### config.mk
export PLATFORM = sky130hd
export DESIGN_NAME = uart_rx_word_buffer
export DESIGN_NICKNAME = d
export VERILOG_FILES = /design/src/rtl/uart_rx_word_buffer.sv
export SDC_FILE = /design/constraint.sdc
export NUM_CORES = 1
export LEC_CHECK = 0
export CELL_PAD_IN_SITES_DETAIL_PLACEMENT = 1
export CELL_PAD_IN_SITES_GLOBAL_PLACEMENT = 2
export CORE_MARGIN = 2
export CORE_UTILIZATION = 53
export DETAILED_ROUTE_END_ITERATION = 10
export PLACE_DENSITY_LB_ADDON = 0.1
export SLEW_MARGIN = 0
export SYNTH_ARGS = -nofsm -noshare
export SYNTH_HDL_FRONTEND = slang
export SYNTH_SLANG_ARGS = --single-unit
### constraint.sdc
create_clock -name clk -period 6.7 [get_ports clk]
set_input_delay 1.34 -clock clk [delete_from_list [all_inputs] [get_ports clk]]
set_output_delay 1.34 -clock clk [all_outputs]
set_load 0.005 [all_outputs]
### src/rtl/uart_rx_word_buffer.sv
// ============================================================================
// uart_rx_word_buffer
//
// Packs the byte stream coming out of the UART receiver into 32-bit
// little-endian words (first byte received lands in bits [7:0]) and queues
// the completed words in a first-word-fall-through FIFO that the core-side
// loader drains through a valid/ready handshake.
//
// Parameters:
//   DEPTH         FIFO depth in 32-bit words (power of two, >= 2)
//   BYTE_TIMEOUT  idle clocks after the last byte before a partial word is
//                 thrown away (>= 2); only meaningful with the macro below
//
// Optional feature macro:
//   UART_RX_WORD_TIMEOUT_EN  when defined, an inter-byte idle counter discards
//                            stale partial words and pulses timed_out; when
//                            undefined, partial words are held indefinitely
//                            and timed_out is tied low.
//
// Ports:
//   clk             system clock, everything on the rising edge
//   reset           asynchronous reset, active low (0 = in reset)
//   rx_data[7:0]    byte from the UART receiver, qualified by rx_ok
//   rx_ok           one-cycle strobe marking a new byte on rx_data
//   word_data[31:0] head-of-FIFO word, 0 while the FIFO is empty
//   word_valid      FIFO holds at least one word
//   word_ready      consumer takes word_data on this rising edge
//   count           number of words stored, 0..DEPTH
//   partial[1:0]    bytes currently held in the assembler, 0..3
//   overflow        sticky flag: a completed word was dropped on a full FIFO
//   clear_overflow  synchronous clear for overflow (a new drop wins)
//   timed_out       one-cycle pulse when a partial word is discarded
// ============================================================================
module uart_rx_word_buffer #(
    parameter int DEPTH        = 16,
    parameter int BYTE_TIMEOUT = 200000
) (
    input  logic                     clk,
    input  logic                     reset,
    input  logic [7:0]               rx_data,
    input  logic                     rx_ok,
    output logic [31:0]              word_data,
    output logic                     word_valid,
    input  logic                     word_ready,
    output logic [$clog2(DEPTH):0]   count,
    output logic [1:0]               partial,
    output logic                     overflow,
    input  logic                     clear_overflow,
    output logic                     timed_out
);

    localparam int             AW        = $clog2(DEPTH);
    localparam logic [AW:0]    DEPTH_CNT = (AW + 1)'(DEPTH);

    // Reject parameter values the pointer arithmetic cannot support.
    if (DEPTH < 2 || (DEPTH & (DEPTH - 1)) != 0) begin : g_bad_depth
        $error("uart_rx_word_buffer: DEPTH must be a power of two >= 2");
    end
    if (BYTE_TIMEOUT < 2) begin : g_bad_timeout
        $error("uart_rx_word_buffer: BYTE_TIMEOUT must be >= 2");
    end

    logic [31:0]   mem [DEPTH];
    logic [AW-1:0] wr_ptr;
    logic [AW-1:0] rd_ptr;
    logic [23:0]   asm_reg;

    logic          fifo_full;
    logic          pop;
    logic          push_req;
    logic          push;
    logic          drop;
    logic          expire;
    logic [31:0]   new_word;

    // ------------------------------------------------------------------------
    // Handshake and push/drop decisions
    // ------------------------------------------------------------------------
    assign fifo_full  = (count == DEPTH_CNT);
    assign word_valid = (count != '0);
    assign word_data  = word_valid ? mem[rd_ptr] : 32'd0;
    assign pop        = word_valid & word_ready;

    // The fourth byte completes the word straight from rx_data, so it can be
    // written into the FIFO on the same edge that accepts the byte.
    assign push_req   = rx_ok & (partial == 2'd3);
    assign new_word   = {rx_data, asm_reg};

    // A full FIFO still takes the word if the head leaves on the same edge.
    assign push       = push_req & (~fifo_full | pop);
    assign drop       = push_req & fifo_full & ~pop;

    // ------------------------------------------------------------------------
    // FIFO storage (not reset: count gates everything that is visible)
    // ------------------------------------------------------------------------
    always_ff @(posedge clk) begin
        if (push) begin
            mem[wr_ptr] <= new_word;
        end
    end

    // Pointers wrap naturally at DEPTH; the separate count removes any
    // full/empty ambiguity when the pointers are equal.
    always_ff @(posedge clk or negedge reset) begin
        if (!reset) begin
            wr_ptr <= '0;
            rd_ptr <= '0;
            count  <= '0;
        end else begin
            if (push) begin
                wr_ptr <= wr_ptr + AW'(1);
            end
            if (pop) begin
                rd_ptr <= rd_ptr + AW'(1);
            end
            case ({push, pop})
                2'b10:   count <= count + (AW + 1)'(1);
                2'b01:   count <= count - (AW + 1)'(1);
                default: count <= count;
            endcase
        end
    end

    // ------------------------------------------------------------------------
    // Sticky overflow; a drop on the same edge as a clear keeps it set
    // ------------------------------------------------------------------------
    always_ff @(posedge clk or negedge reset) begin
        if (!reset) begin
            overflow <= 1'b0;
        end else if (drop) begin
            overflow <= 1'b1;
        end else if (clear_overflow) begin
            overflow <= 1'b0;
        end
    end

    // ------------------------------------------------------------------------
    // Byte assembler: partial doubles as the byte-lane selector
    // ------------------------------------------------------------------------
    always_ff @(posedge clk or negedge reset) begin
        if (!reset) begin
            partial <= 2'd0;
            asm_reg <= 24'd0;
        end else if (rx_ok) begin
            if (partial == 2'd3) begin
                partial <= 2'd0;
                asm_reg <= 24'd0;
            end else begin
                partial <= partial + 2'd1;
                case (partial)
                    2'd0:    asm_reg[7:0]   <= rx_data;
                    2'd1:    asm_reg[15:8]  <= rx_data;
                    2'd2:    asm_reg[23:16] <= rx_data;
                    default: asm_reg        <= asm_reg;
                endcase
            end
        end else if (expire) begin
            partial <= 2'd0;
            asm_reg <= 24'd0;
        end
    end

    // ------------------------------------------------------------------------
    // Inter-byte timeout
    // ------------------------------------------------------------------------
`ifdef UART_RX_WORD_TIMEOUT_EN
    localparam int          TW           = $clog2(BYTE_TIMEOUT);
    localparam logic [TW-1:0] TIMEOUT_LAST = TW'(BYTE_TIMEOUT - 1);

    logic [TW-1:0] idle_cnt;

    // A byte arriving in the expiry cycle wins over the discard.
    assign expire = ~rx_ok & (partial != 2'd0) & (idle_cnt == TIMEOUT_LAST);

    // The counter only runs while a partial word is waiting; any byte, an
    // empty assembler or a discard parks it back at zero.
    always_ff @(posedge clk or negedge reset) begin
        if (!reset) begin
            idle_cnt  <= '0;
            timed_out <= 1'b0;
        end else begin
            timed_out <= expire;
            if (rx_ok || (partial == 2'd0) || expire) begin
                idle_cnt <= '0;
            end else begin
                idle_cnt <= idle_cnt + TW'(1);
            end
        end
    end
`else
    assign expire    = 1'b0;
    assign timed_out = 1'b0;
`endif

endmodule

After elaboration in Yosys (flattened, before gate mapping)
Memories as Yosys holds them, arrays and structs flattened. Cells that the tools add are included.

Flip-flop bits (word level): 40. Memory bits (writable): 512. Output and inout bits: 42. Logic and storage cells: 49. Memories kept: 1.

$add $sub $neg: 5. Eq/ne operators: 6. Muxes and demuxes: 11. Bitwise operators: 8. Reductions and logical operators: 10.

Memories: mem (depth 16, bits a word 32, read ports 1, clocked after Yosys merged registers in 0, wr ports 1, line 63) `logic [31:0] mem [DEPTH];`.

Operators by type and width (count): $mux 32 (1); $mux 24 (1); $mux 8 (3); $pmux 5 s2 (1); $reduce_bool 2->1 (5); $add 4x1->4 const B (2); $eq 2x2->1 const B (3); $reduce_and 2->1 (3); $add 5x1->5 const B (1); $and 1x1->1 (5); $eq 5x5->1 const B (1); $reduce_bool 5->1 (1); $sub 5x1->5 const B (1); $eq 2x1->1 const B (2); $mux 1 (4); $add 2x1->2 const B (1); $logic_not 2->1 (1); $mux 2 (1); $not 1->1 (2); $or 1x1->1 (1).

Longest topological paths before layout
Depth in word-level cells: 6. Mapped depth: 10. Mapped depth without buffers: 9.

Worst setup path after synthesis
No wires, ideal clock.

Kind: in2reg. Start point: input port word_ready. End point: memory mem[12][0] (enable). Arrival: 3.688 ns. Data required time: 6.279 ns. Slack: 2.591 ns. Stages: 5. Path buffers: 1. Cell sequence: clkbuf_1 inv_1 a31oi_1 nand3_1 nor2_1.

Longest elaborated chain between the ends: 5.

Ends and longest elaborated chain: start, declared (line 44) `input logic word_ready,`; $and 1x1->1 (line 82) `assign pop = word_valid & word_ready;`; $or 1x1->1 (line 90) `assign push = push_req & (~fifo_full | pop);`; $and 1x1->1 (line 90); $mux 1 (line 97) `if (push) begin`; $mux 1 (not written as such) (line 98) `mem[wr_ptr] <= new_word;`; end, declared (line 63).

Every way passes these cells.

Final worst setup path
Start point: register count[1]. End point: output port word_data[30].

Longest elaborated chain between the ends: 2.

Ends and longest elaborated chain: start, declared (line 45) `output logic [$clog2(DEPTH):0] count,`; start signal, assigned (line 117) `2'b10: count <= count + (AW + 1)'(1);`; start signal, assigned (line 118) `2'b01: count <= count - (AW + 1)'(1);`; start signal, assigned (line 119) `default: count <= count;`; $reduce_bool 5->1 (line 80) `assign word_valid = (count != '0);`; $mux 32 (line 81) `assign word_data = word_valid ? mem[rd_ptr] : 32'd0;`; end, declared (line 42) `output logic [31:0] word_data,`.

Every way passes these cells.

==> flow_summary.json <==
{
  "wl_per_cell_microns": 27.95,
  "synth.distinct_cells": 45,
  "path_delay_family": "simple AND/OR/NAND/NOR gates",
  "worstSetupPathType": "flip-flop to primary output",
  "synth_common_cells": "512 x edfxtp_1, 128 x mux4_2, 66 x mux2i_1",
  "setup.worst_path.start_class": "flip-flop",
  "p_leak_nw": 8.035,
  "io_pins": 55,
  "yosysMostFrequentCell": "edfxtp_1",
  "drv_slew": 0,
  "final_core_util": 0.6135,
  "hpwl_mm": 25.36,
  "core-area_sq_um": 39820,
  "cts_made_buffers": 55,
  "root_buffer": "clkbuf_16",
  "hold_class": "flip-flop to flip-flop",
  "post_cts_resized": 0,
  "first_pass_iters": 5,
  "drive_gt1_frac": 0.2275,
  "critPathSlowestCell": "nand2b_2",
  "port_buffers": 53,
  "synth_edf_count": 512,
  "drtIter0Drc": 711,
  "maxSlewHeadroom": 0.2239,
  "cts_buffer_depth": 3,
  "hold_viol": 0,
  "overflow": 0,
  "ys_seq_area_frac": 0.7629,
  "finClkSkew_ns": 0.02202,
  "status": "complete, no violations",
  "rsz0062_at_grt": "no",
  "gp_congestion": 0.7307,
  "die_h_microns": 205.3,
  "fin_crit_sh": 0.7359,
  "fmax_mhz": 202.8,
  "routed_wl_mm": 45.76,
  "endpoint_kind": "primary output",
  "cts.htree.levels": 2,
  "track_usage": 0.2291,
  "start_util": 0.5390,
  "synth_cells": 1004,
  "grt_pass1_vias": 10780,
  "avgSynthCellArea_sq_um": 21.38,
  "synth_top_area_cell": "edfxtp_1",
  "ys_async_sr_fraction": 0.07246,
  "ys.flop_type": "edfxtp_1",
  "cts.clk_slew.worst_paths_ns": 0.06,
  "route.detailed.drc": 0,
  "vias": 9955,
  "powerDensity_nw_per_um2": 446.9,
  "syn_to_final_growth_pct": 13.81,
  "fill_cells": 3285,
  "fin_crit_ns": 4.931,
  "syn-num-nets": 1027,
  "required_ns": 5.36,
  "cts_setup_buffers": 0,
  "ant_nets": 0,
  "yosysWarnings": 0,
  "setup_viol_count_final": 0,
  "seqCellArea_sq_um": 16390,
  "die_x_microns": 205.3,
  "fin_nets": 1091,
  "clock_latency_ns": 0.59,
  "cts_sinks": 552,
  "grt_pass1_wl_mm": 69.30,
  "synth-seq-cells": 552,
  "critical_path_arrival_ns": 3.59,
  "postCtsHoldBufs": 0,
  "via_per_inst": 6.081,
  "crit_buf_inv": 1,
  "synth_area_leaders": "edfxtp_1 72%, mux4_2 13%, dfrtp_1 4.7%, mux2i_1 3.1%, o22ai_1 1.4%",
  "grt_max_degree": 48,
  "largest_reg_flops": 512,
  "cp_max_fo": 32,
  "crit_chain": "nor4_4 > nand2_1 > nand2b_2 > o22ai_1 > clkdlybuf4s50_1",
  "die_area_sq_um": 42130,
  "num_antenna_cells": 0,
  "yosysTopAreaCellShare": 0.7163,
  "syn_area_sq_um": 21470,
  "cap_violations": 0,
  "multi_input_area_sq_um": 4807,
  "worst_slew_pin_slew_ns": 1.164,
  "peakVddDrop_mv": 0.3499,
  "final.setup.tns_ns": 0,
  "antenna_found_initial": 0,
  "row_count": 73,
  "cp_slowest_stage_delay_ns": 0.83,
  "cts_tree": "built"
}
==> cells by family after synthesis <==
family,Yosys count,share of synthesized area
flip-flops,552,0.7629
multiplexers,196,0.1663
AO/OA/AOI/OAI,89,0.02833
buffers and inverters,81,0.01550
AND/OR/NAND/NOR,66,0.01731
adder cells (fa/ha/maj),10,0.005829
XOR/XNOR,9,0.003672
other,1,0.0001747
==> layer usage <==
metal	part of all wire	global-route usage
met4	0.015	0.05190
met1	0.44	0.3175
met2	0.50	0.3836
met5	0	0
met3	0.045	0.04324
==> worst register-to-register path: stages, from the launching register on <==
cell and delay, ns:
dfrtp_1 0.52, ha_1 0.34, nand2_1 0.19, a31oi_1 0.63, nand3_1 0.48, nor2_4 1.01
==> per-stage QoR <==
step	setup slack (ns)	hold WS, ns	cell area (sq um)	instances	power [mW]
2_1_floorplan	2.591	0.4737	21470	1004	6.668
3_3_place_gp	1.955	0.5195	22580	1536	7.859
3_5_place_dp	1.813	0.5296	22580	1536	7.936
4_1_cts	1.681	0.5439	24430	1637	11.04
5_1_grt	1.521	0.5784	24430	1637	11.41
6_report	1.769	0.5362	24430	1637	10.92
==> cell usage in the layout, fill, tap and decap left out, types with 3 or more instances in the layout <==
cell	instances
clkbuf_8	11
nor2_4	4
bufinv_16	5
o21ai_0	12
nand3_1	5
buf_12	3
dfrtp_4	3
buf_4	6
xor2_1	3
inv_1	26
a31oi_1	3
clkdlybuf4s50_1	52
mux2i_1	66
xnor2_1	6
clkinv_2	14
a2bb2oi_1	16
nand2b_1	9
clkbuf_16	57
edfxtp_1	512
clkbuf_1	12
mux4_2	128
dfrtp_1	37
o22ai_1	48
and2_2	12
nand2_1	15
ha_1	10
nor2_1	4
==> power breakdown <==
group	internal, mW	leakage, nW	total [mW]	switching (mW)
registers	4.32	5.10	4.94	0.620
clock network	1.86	0.924	3.12	1.25
logic	1.55	2.02	2.86	1.30
==> final timing paths <==
check	start	cells after the start	end	slack, ns
hold / removal	rd_ptr[2]	1	rd_ptr[2]	0.54
setup / recovery	count[1]	5	word_data[30]	1.77
setup reg to reg	partial[0]	5	mem[14][17]	3.12
hold reg to reg	rd_ptr[2]	1	rd_ptr[2]	0.54
min in group asynchronous	reset	1	count[1]	0.91
max in group asynchronous	reset	1	rd_ptr[3]	5.02
==> layout make-up <==
type | instances | share of cell area
Clock inverter | 21 | 0.009321
Sequential cell | 552 | 0.6708
Inverter | 26 | 0.003995
Multi-Input combinational cell | 371 | 0.1968
Timing Repair Buffer | 62 | 0.02581
Tap cell | 525 | 0.02689
Clock buffer | 80 | 0.06643
No activity file was read; power rests on OpenSTA's default activity.
